--- src/rtl/cep_stream_reader_pkg.sv ---
// Shared constants, FSM encoding and buffer word layout for the cepstrum
// coefficient read path.
package cep_stream_reader_pkg;

    localparam int DATA_WIDTH    = 32;
    localparam int ADDR_WIDTH_14 = 14;
    localparam int CEP_NUM_WIDTH = 7;
    localparam int FRAME_WIDTH   = 7;
    localparam int BUF_DEPTH     = 2;

    typedef enum logic [1:0] {
        ST_IDLE  = 2'd0,
        ST_FETCH = 2'd1,
        ST_DRAIN = 2'd2,
        ST_DONE  = 2'd3
    } rd_state_e;

    typedef struct packed {
        logic [DATA_WIDTH-1:0] data;
        logic                  last_coef;
        logic                  last_frame;
    } cep_word_t;

    // Coefficient memory is laid out frame-major: {frame_idx, coef_idx}.
    function automatic logic [ADDR_WIDTH_14-1:0] cep_addr(
        input logic [FRAME_WIDTH-1:0]   frame_idx,
        input logic [CEP_NUM_WIDTH-1:0] coef_idx
    );
        return {frame_idx, coef_idx};
    endfunction

endpackage

--- src/rtl/cep_stream_reader_if.sv ---
// Coefficient output stream. A word transfers on a rising clock edge where
// out_valid && out_ready; while out_valid && !out_ready the master holds
// out_data and both tags stable, and out_valid never drops before transfer.
interface cep_stream_reader_if;
    import cep_stream_reader_pkg::*;

    logic [DATA_WIDTH-1:0] out_data;
    logic                  out_valid;
    logic                  out_ready;
    logic                  out_last_coef;
    logic                  out_last_frame;

    modport master (
        output out_data, out_valid, out_last_coef, out_last_frame,
        input  out_ready
    );

    modport slave (
        input  out_data, out_valid, out_last_coef, out_last_frame,
        output out_ready
    );

endinterface

--- src/rtl/cep_out_buf.sv ---
// Two-entry FIFO of tagged coefficient words; the head entry drives the
// output stream directly from registers.
module cep_out_buf
    import cep_stream_reader_pkg::*;
(
    input  logic      clk,
    input  logic      rst_n,
    input  logic      push,
    input  cep_word_t push_word,
    input  logic      pop,
    output cep_word_t head_word,
    output logic [1:0] count
);

    cep_word_t  mem_q [BUF_DEPTH];
    cep_word_t  mem_d [BUF_DEPTH];
    logic       wr_ptr_q, wr_ptr_d;
    logic       rd_ptr_q, rd_ptr_d;
    logic [1:0] count_q, count_d;

    always_comb begin
        mem_d    = mem_q;
        wr_ptr_d = wr_ptr_q;
        rd_ptr_d = rd_ptr_q;
        if (push) begin
            mem_d[wr_ptr_q] = push_word;
            wr_ptr_d        = ~wr_ptr_q;
        end
        if (pop) begin
            rd_ptr_d = ~rd_ptr_q;
        end
        // Push and pop together leave occupancy unchanged.
        count_d = count_q + {1'b0, push} - {1'b0, pop};
    end

    always_ff @(posedge clk or negedge rst_n) begin
        if (!rst_n) begin
            for (int i = 0; i < BUF_DEPTH; i++) begin
                mem_q[i] <= '0;
            end
            wr_ptr_q <= 1'b0;
            rd_ptr_q <= 1'b0;
            count_q  <= 2'd0;
        end else begin
            mem_q    <= mem_d;
            wr_ptr_q <= wr_ptr_d;
            rd_ptr_q <= rd_ptr_d;
            count_q  <= count_d;
        end
    end

    assign head_word = mem_q[rd_ptr_q];
    assign count     = count_q;

endmodule

--- src/rtl/cep_stream_reader.sv ---
// Reads cepstrum coefficients frame by frame from the coefficient memory and
// streams them, tagged with end-of-frame / end-of-pass flags, to downstream.
module cep_stream_reader
    import cep_stream_reader_pkg::*;
(
    input  logic                     clk,
    input  logic                     rst_n,
    input  logic                     rd_start,
    input  logic [CEP_NUM_WIDTH-1:0] cep_num,
    input  logic [FRAME_WIDTH-1:0]   frame_total,
    output logic [ADDR_WIDTH_14-1:0] cep_mem_read_addr,
    output logic                     cep_mem_read_en,
    input  logic [DATA_WIDTH-1:0]    cep_mem_data_in,
    cep_stream_reader_if.master      out_if,
    output logic                     rd_busy,
    output logic                     rd_done,
    output rd_state_e                dbg_state
);

    rd_state_e                state_q, state_d;
    logic [CEP_NUM_WIDTH-1:0] cep_num_q, cep_num_d;
    logic [FRAME_WIDTH-1:0]   frame_total_q, frame_total_d;
    logic [CEP_NUM_WIDTH-1:0] coef_idx_q, coef_idx_d;
    logic [FRAME_WIDTH-1:0]   frame_idx_q, frame_idx_d;
    logic                     inflight_q, inflight_d;
    logic                     tag_coef_q, tag_coef_d;
    logic                     tag_frame_q, tag_frame_d;
    logic [ADDR_WIDTH_14-1:0] addr_q, addr_d;

    cep_word_t  buf_head;
    cep_word_t  buf_push_word;
    logic [1:0] buf_count;
    logic       buf_valid;
    logic       buf_pop;
    logic [2:0] pending;
    logic       issue;
    logic       last_coef;
    logic       last_frame;

    assign buf_valid = (buf_count != 2'd0);
    assign buf_pop   = buf_valid && out_if.out_ready;
    // A word leaving this cycle frees its slot for a read issued this cycle.
    assign pending   = {1'b0, buf_count} + {2'b00, inflight_q} - {2'b00, buf_pop};

    always_comb begin
        state_d       = state_q;
        cep_num_d     = cep_num_q;
        frame_total_d = frame_total_q;
        coef_idx_d    = coef_idx_q;
        frame_idx_d   = frame_idx_q;
        tag_coef_d    = tag_coef_q;
        tag_frame_d   = tag_frame_q;
        issue         = 1'b0;
        last_coef     = (coef_idx_q == cep_num_q - 7'd1);
        last_frame    = (frame_idx_q == frame_total_q - 7'd1);
        case (state_q)
            ST_IDLE: begin
                if (rd_start) begin
                    cep_num_d     = cep_num;
                    frame_total_d = frame_total;
                    coef_idx_d    = '0;
                    frame_idx_d   = '0;
                    state_d = (cep_num == '0 || frame_total == '0) ? ST_DONE : ST_FETCH;
                end
            end
            ST_FETCH: begin
                if (pending < 3'd2) begin
                    issue       = 1'b1;
                    tag_coef_d  = last_coef;
                    tag_frame_d = last_frame;
                    if (last_coef) begin
                        coef_idx_d  = '0;
                        frame_idx_d = frame_idx_q + 7'd1;
                        if (last_frame) begin
                            state_d = ST_DRAIN;
                        end
                    end else begin
                        coef_idx_d = coef_idx_q + 7'd1;
                    end
                end
            end
            ST_DRAIN: begin
                if (!buf_valid && !inflight_q) begin
                    state_d = ST_DONE;
                end
            end
            ST_DONE: begin
                state_d = ST_IDLE;
            end
            default: state_d = ST_IDLE;
        endcase
        inflight_d        = issue;
        cep_mem_read_en   = issue;
        cep_mem_read_addr = issue ? cep_addr(frame_idx_q, coef_idx_q) : addr_q;
        addr_d            = cep_mem_read_addr;
    end

    always_ff @(posedge clk or negedge rst_n) begin
        if (!rst_n) begin
            state_q       <= ST_IDLE;
            cep_num_q     <= '0;
            frame_total_q <= '0;
            coef_idx_q    <= '0;
            frame_idx_q   <= '0;
            inflight_q    <= 1'b0;
            tag_coef_q    <= 1'b0;
            tag_frame_q   <= 1'b0;
            addr_q        <= '0;
        end else begin
            state_q       <= state_d;
            cep_num_q     <= cep_num_d;
            frame_total_q <= frame_total_d;
            coef_idx_q    <= coef_idx_d;
            frame_idx_q   <= frame_idx_d;
            inflight_q    <= inflight_d;
            tag_coef_q    <= tag_coef_d;
            tag_frame_q   <= tag_frame_d;
            addr_q        <= addr_d;
        end
    end

    // Read data arrives one cycle after issue, joined with tags held since issue.
    assign buf_push_word = '{data: cep_mem_data_in, last_coef: tag_coef_q, last_frame: tag_frame_q};

    cep_out_buf u_out_buf (
        .clk       (clk),
        .rst_n     (rst_n),
        .push      (inflight_q),
        .push_word (buf_push_word),
        .pop       (buf_pop),
        .head_word (buf_head),
        .count     (buf_count)
    );

    assign out_if.out_data       = buf_head.data;
    assign out_if.out_last_coef  = buf_head.last_coef;
    assign out_if.out_last_frame = buf_head.last_frame;
    assign out_if.out_valid      = buf_valid;

    assign rd_busy   = (state_q == ST_FETCH) || (state_q == ST_DRAIN);
    assign rd_done   = (state_q == ST_DONE);
    assign dbg_state = state_q;

endmodule

--- src/flat_wrapper.sv ---
// flat-port wrapper written by rule: the top's interface ports become plain ports
module cep_stream_reader_flat import cep_stream_reader_pkg::*;
  (clk, rst_n, rd_start, cep_num, frame_total, cep_mem_read_addr, cep_mem_read_en, cep_mem_data_in, rd_busy, rd_done, dbg_state, out_if_out_data, out_if_out_valid, out_if_out_last_coef, out_if_out_last_frame, out_if_out_ready);
  cep_stream_reader_if out_if_i ();
  input  logic clk;
  input  logic rst_n;
  input  logic rd_start;
  input  logic [CEP_NUM_WIDTH-1:0] cep_num;
  input  logic [FRAME_WIDTH-1:0] frame_total;
  output logic [ADDR_WIDTH_14-1:0] cep_mem_read_addr;
  output logic cep_mem_read_en;
  input  logic [DATA_WIDTH-1:0] cep_mem_data_in;
  output logic rd_busy;
  output logic rd_done;
  output rd_state_e dbg_state;
  output wire logic [$bits(out_if_i.out_data)-1:0] out_if_out_data;
  output wire logic [$bits(out_if_i.out_valid)-1:0] out_if_out_valid;
  output wire logic [$bits(out_if_i.out_last_coef)-1:0] out_if_out_last_coef;
  output wire logic [$bits(out_if_i.out_last_frame)-1:0] out_if_out_last_frame;
  input wire logic [$bits(out_if_i.out_ready)-1:0] out_if_out_ready;
  assign out_if_out_data = out_if_i.out_data;
  assign out_if_out_valid = out_if_i.out_valid;
  assign out_if_out_last_coef = out_if_i.out_last_coef;
  assign out_if_out_last_frame = out_if_i.out_last_frame;
  assign out_if_i.out_ready = out_if_out_ready;
  cep_stream_reader u_core (.clk(clk), .rst_n(rst_n), .rd_start(rd_start), .cep_num(cep_num), .frame_total(frame_total), .cep_mem_read_addr(cep_mem_read_addr), .cep_mem_read_en(cep_mem_read_en), .cep_mem_data_in(cep_mem_data_in), .out_if(out_if_i), .rd_busy(rd_busy), .rd_done(rd_done), .dbg_state(dbg_state));
endmodule
--- config.mk ---
export PLATFORM = sky130hd
export DESIGN_NAME = cep_stream_reader_flat
export DESIGN_NICKNAME = d
export VERILOG_FILES = /design/src/rtl/cep_stream_reader_pkg.sv /design/src/rtl/cep_stream_reader_if.sv /design/src/rtl/cep_out_buf.sv /design/src/rtl/cep_stream_reader.sv /design/src/flat_wrapper.sv
export SDC_FILE = /design/constraint.sdc
export NUM_CORES = 1
export LEC_CHECK = 0
export CELL_PAD_IN_SITES_DETAIL_PLACEMENT = 0
export CELL_PAD_IN_SITES_GLOBAL_PLACEMENT = 2
export CORE_AREA = 2 2 142 144
export CTS_CLUSTER_DIAMETER = 150
export CTS_CLUSTER_SIZE = 40
export DETAILED_ROUTE_END_ITERATION = 10
export DIE_AREA = 0 0 144 146
export PLACE_DENSITY_LB_ADDON = 0.1
export SYNTH_ARGS = -nofsm -noshare
export SYNTH_HDL_FRONTEND = slang
export SYNTH_SLANG_ARGS = --single-unit
export TNS_END_PERCENT = 10
--- constraint.sdc ---
create_clock -name clk -period 10.65 [get_ports clk]
set_clock_uncertainty 0.2 [all_clocks]
set_input_delay 1.5975 -clock clk [delete_from_list [all_inputs] [get_ports clk]]
set_output_delay 1.5975 -clock clk [all_outputs]
set_load 0.01 [all_outputs]
=== After elaboration in Yosys (flattened, before gate mapping) ===
Index checks and enable logic that the tools add are counted.

* Flip-flop bits (word level): 119
* Bits of input ports: 50
* Output and inout port bits: 54
* Word-level logic and storage cells: 84

* Add/subtract/negate cells: 8
* $lt $le $gt $ge: 4
* Eq/ne operators: 10
* Multiplexer cells: 23
* Bitwise logic cells: 4
* Reduce and logical (&&, ||, !) cells: 17

{| class="wikitable"
|+ Operators by type and width
! kind !! count
|-
| two-way mux 34 bit || 4
|-
| bitwise mux 68 bit || 1
|-
| two-way mux 7 bit || 5
|-
| demux 34 bit (select 1 bit) || 1
|-
| one-hot mux 7 bit (2 select lines) || 2
|-
| adder 7 x 1 -> 7 bit (second input constant) || 2
|-
| == test 7 bit || 2
|-
| logical NOT 7 bit || 2
|-
| two-way mux 14 bit || 1
|-
| subtractor 7 x 1 -> 7 bit (second input constant) || 2
|-
| two-way mux 2 bit || 6
|-
| inequality test 2 x 1 -> 1 bit (second input constant) || 4
|-
| one-hot mux 2 bit (4 select lines) || 1
|-
| AND reduction 5 bit || 1
|-
| == test 2 bit (second input constant) || 2
|-
| >= comparator 2 bit (second input constant) || 2
|-
| inverter 1 -> 2 bit || 2
|-
| AND reduction 2 bit || 2
|-
| AND reduction 4 bit || 1
|-
| nonzero test 2 bit || 2
|-
| adder 2 x 1 -> 3 bit || 1
|-
| logical AND 1 bit || 3
|-
| < comparator 3 x 2 -> 1 bit (second input constant) || 1
|-
| AND reduction 3 bit || 1
|-
| 11 further kinds || 15
|}

=== Logic depth before layout (Yosys ltp) ===
* Word-level depth: 7
* Depth in mapped cells: 14
* Depth with buffers taken out: 13

=== Cells and area by module ===
From an unflattened synthesis, not the netlist that was laid out.

* Cell total of the unflattened synthesis: 443
* Area, all modules: 5930.7 um^2

{| class="wikitable"
|+ By module, submodules not included
! module !! instances !! cells each !! area an instance (um^2) !! sequential area each (um^2)
|-
| cep_out_buf || 1 || 195 || 3270.6 || 1801.7
|-
| cep_stream_reader || 1 || 248 || 2660.1 || 1176.1
|}

=== Worst setup path before layout ===
No wires, ideal clock.

* Path type: input -> output
* From: input out_if_out_ready
* To: output cep_mem_read_addr[10]
* Arrival: 3.800 ns
* Required time: 8.852 ns
* Slack: 5.052 ns
* Stages on the path: 12
* Path buffers: 1
* Cells stage by stage: and2_1 > ha_1 > inv_1 > ha_1 > inv_1 > fa_1 > inv_1 > or3_1 > inv_1 > clkbuf_1 > nand2_1 > nand2_1

* Cells in the longest elaborated chain, start to end: 6

{| class="wikitable"
|+ RTL lines
! element !! RTL line !! RTL
|-
| start: declaration || flat_wrapper.sv:20 || <nowiki>input wire logic [$bits(out_if_i.out_ready)-1:0] out_if_out_ready;</nowiki>
|-
| logical AND 1 bit || cep_stream_reader.sv:41 || <nowiki>assign buf_pop = buf_valid && out_if.out_ready;</nowiki>
|-
| subtractor 3 x 1 -> 3 bit || cep_stream_reader.sv:43 || <nowiki>assign pending = {1'b0, buf_count} + {2'b00, inflight_q} - {2'b00, buf_pop};</nowiki>
|-
| net u_core.pending[1] || cep_stream_reader.sv:35 || <nowiki>logic [2:0] pending;</nowiki>
|-
| < comparator 3 x 2 -> 1 bit || cep_stream_reader.sv:67 || <nowiki>if (pending < 3'd2) begin</nowiki>
|-
| two-way mux 1 bit || cep_stream_reader.sv:67 ||
|-
| two-way mux 1 bit || cep_stream_reader.sv:56 || <nowiki>case (state_q)</nowiki>
|-
| net cep_mem_read_en || flat_wrapper.sv:11 || <nowiki>output logic cep_mem_read_en;</nowiki>
|-
| two-way mux 14 bit || cep_stream_reader.sv:94 || <nowiki>cep_mem_read_addr = issue ? cep_addr(frame_idx_q, coef_idx_q) : addr_q;</nowiki>
|-
| end: declaration || flat_wrapper.sv:10 || <nowiki>output logic [ADDR_WIDTH_14-1:0] cep_mem_read_addr;</nowiki>
|}

The timed path passes the listed nets, and every way through them passes these cells.

=== Worst setup path in the final report ===
* From: input out_if_out_ready
* To: output cep_mem_read_addr[10]

* Cells in the longest elaborated chain, start to end: 6

{| class="wikitable"
|+ RTL lines
! element !! RTL line !! RTL
|-
| logical AND 1 bit || cep_stream_reader.sv:41 ||
|-
| net u_core.buf_pop || cep_stream_reader.sv:34 || <nowiki>logic buf_pop;</nowiki>
|-
| subtractor 3 x 1 -> 3 bit || cep_stream_reader.sv:43 ||
|-
| net u_core.pending[1] || cep_stream_reader.sv:35 ||
|-
| < comparator 3 x 2 -> 1 bit || cep_stream_reader.sv:67 ||
|-
| two-way mux 1 bit || cep_stream_reader.sv:67 ||
|-
| two-way mux 1 bit || cep_stream_reader.sv:56 ||
|-
| two-way mux 14 bit || cep_stream_reader.sv:94 ||
|}

The timed path passes the listed nets, and every way through them passes these cells.

==> out/results.ini <==
[outcome]
outcome = finished clean

[drt]
post-route-drc-count = 0
vias = 3958
drt_iter0_markers = 142
routedWlPerCell_um = 16.53
dr.pass1.iters = 4
routed_wl_um = 14080
via_per_inst = 4.646
ant_nets = 0

[setup_path]
cp-startpoint = out_if_out_ready
cp-end-kind = output pin
reg2reg_to = u_core.frame_idx_q[1]
r2r_cells = 14
slowest_stage = or3_1
cp_slowest_stage_delay_ps = 720
critPathMaxFanout = 21
cpMostUsedCell = inv_1
endpoint = cep_mem_read_addr[10]
crit_type = primary input to output pin
cp_data_required_time_ps = 8850
r2r_slack_ps = 6640
arrival_ps = 5280
start_kind = primary input
crit_chain = clkdlybuf4s50_1, and2_1, ha_1, inv_1, ha_1, inv_1, fa_1, inv_1, or3_1, inv_1, nand2_1, nand2_1, clkdlybuf4s50_1
r2r_start = u_core.u_out_buf.count[1]

[pwr]
powerDensity_mw_per_mm2 = 308.5
p_total_uw = 2342
ir_drop_uv = 104.2
p_leak_uw = 0.003154

[floorplanning]
ios = 104
std_cell_rows = 51
die_w_um = 144
start_util_pct = 29.70
design.die.area_mm2 = 0.02102
coreArea_mm2 = 0.01933
fp.dieH_um = 146

[synthesis]
synth_cell_types = 55
ys_seq_area_share_pct = 51.86
ys_ff_latch = 119
ys_warn_count = 0
syn-num-nets = 533
ys.flop_type = dfrtp_1
netlist_area_mm2 = 0.005742
avgSynthCellArea_um2 = 12.16
syn_inst = 472
synth_edf_count = 0
ys_async_sr_fraction_pct = 100.0

[global_route]
grt_pass1_vias = 4238
antenna_found_initial = 0
track_usage_pct = 14.08
grt_pass1_wl_um = 22890
grt_max_degree = 78
grt_overflow = 0

[timing]
max_freq_mhz = 141.2
period_needed_ps = 7081
fin_crit_sh_pct = 66.49
hold_violations = 0
tns_ps = 0
worstMarginPinSlew_ps = 1144
setup_viol = 0
drv_slew = 0
rsz0062_at_grt = false
slew_headroom_pct = 23.53

[placed_design]
gp_congestion = 0.7380
io_buffers = 103
hpwl_um = 9709

[clock_tree]
cts_made_buffers = 17
cts_tree = yes
hold_buffers = 0
root_buffer = clkbuf_16
post-cts-setup-buffer-count = 0
clkLatencyLatePin_ps = 410
cts-resized-gates = 0
htree_levels = 4
clkTransAtPathRegs_ps = 50
clock_path_buffers = 2
cts.sinks = 119

[finish]
insertedDiodeCount = 0
fin_nets = 636
drive_gt1_share_pct = 28.28
fillerInstances = 1877
mostFrequentLayoutCell = dfrtp_1
syn_to_final_growth_pct = 32.23
mostFrequentLayoutCells = dfrtp_1 (118), mux2_2 (117), clkdlybuf4s50_1 (102)

[job]
maxCapViolCount = 0

[worst_hold_path]
hp-class = flip-flop to flip-flop

state kept, by name, summed over array words and instances (netlist names):
register / flops
u_core.addr_q: 14
u_core.u_out_buf.wr_ptr_q: 1
u_core.frame_idx_q: 7
u_core.u_out_buf.rd_ptr_q: 1
u_core.coef_idx_q: 7
u_core.dbg_state: 2
u_core.u_out_buf.mem_q: 68
u_core.inflight_q: 1
u_core.u_out_buf.count: 2
u_core.tag_coef_q: 1
u_core.cep_num_q: 7
u_core.frame_total_q: 7
u_core.tag_frame_q: 1
final cells by class:
cell class                      count  area [um^2]  share of cell area [%]
Clock inverter                     12        130.1                   1.714
Inverter                           16        60.06                  0.7910
Multi-Input combinational cell    315         2597                   34.21
Sequential cell                   119         2979                   39.24
Clock buffer                       19        442.9                   5.834
Timing Repair Buffer              106         1051                   13.84
Tap cell                          265        331.6                   4.367
layer usage:
layer  track usage (%)  vias up  part of all wire (%)
met3             3.817       15                   4.1
li1                  -     1882                     -
met4             4.118        0                  0.97
met5                 0        -                     0
met2             22.12       76                    47
met1             18.98     1985                    48
cell families (layout without fill, tap and decap cells):
| kind of cell | count (synthesis) | in the layout | share of synthesized area [%] |
|---|---|---|---|
| AOI/OAI and AO/OA | 45 | 45 | 5.426 |
| xor gates and xnor gates | 24 | 24 | 3.661 |
| adders and majority gates | 11 | 11 | 2.528 |
| buffers and inverters | 38 | 153 | 3.072 |
| DFF | 119 | 119 | 51.86 |
| muxes | 119 | 119 | 23.29 |
| and+or+nand+nor | 116 | 116 | 10.16 |
how the worst min path moves through the flow:
stage                         startpoint                         to  slack (ps)  cells past startpoint
6_report                u_core.addr_q[6]           u_core.addr_q[6]         270                      2
3_5_place_dp            u_core.addr_q[9]           u_core.addr_q[9]         260                      2
3_3_place_gp           u_core.addr_q[13]          u_core.addr_q[13]         260                      2
4_1_cts                 u_core.addr_q[6]           u_core.addr_q[6]         280                      2
5_1_grt                 u_core.addr_q[0]           u_core.addr_q[0]         300                      2
2_1_floorplan  u_core.u_out_buf.wr_ptr_q  u_core.u_out_buf.wr_ptr_q         260                      1
cells in the mapped netlist (8+ instances only):
cell type  number  share of area [%]
clkbuf_1       14               0.92
ha_1           10                2.2
nand2_1        46                3.0
xnor2_1         9                1.4
o21ai_0        11               0.96
nand3_1         8               0.70
nor3_1         15                1.3
inv_1          16                1.0
nor2_1         14               0.92
xor2_1         15                2.3
dfrtp_1       119                 52
mux2_2        117                 23
worst max-delay path: cells and delay by family:
kind | cells | cell delay [ps]
adder cells (fa/ha/maj) | 3 | 920
buffers and inverters | 6 | 1670
AND/OR/NAND/NOR | 4 | 1110
where the power goes:
group | internal, uW | switching [uW] | leakage, uW
Sequential | 639 | 157 | 0.00146
Clock | 347 | 209 | 0.000255
Combinational | 566 | 423 | 0.00144
stage by stage:
step / setup slack [ps] / cell area, um^2 / std cells / utilization [%] / hold WS (ps)
final: 3569 / 7592 / 852 / 39.27 / 273.0
after global routing: 3306 / 7592 / 852 / 39.27 / 301.2
after CTS: 3509 / 7592 / 852 / 39.27 / 278.2
after detailed placement: 3526 / 7019 / 821 / 36.30 / 258.8
after global placement: 3575 / 7019 / 821 / 36.30 / 263.3
after floorplan: 5052 / 5742 / 472 / - / 261.3
No activity file was read; power rests on OpenSTA's default activity.
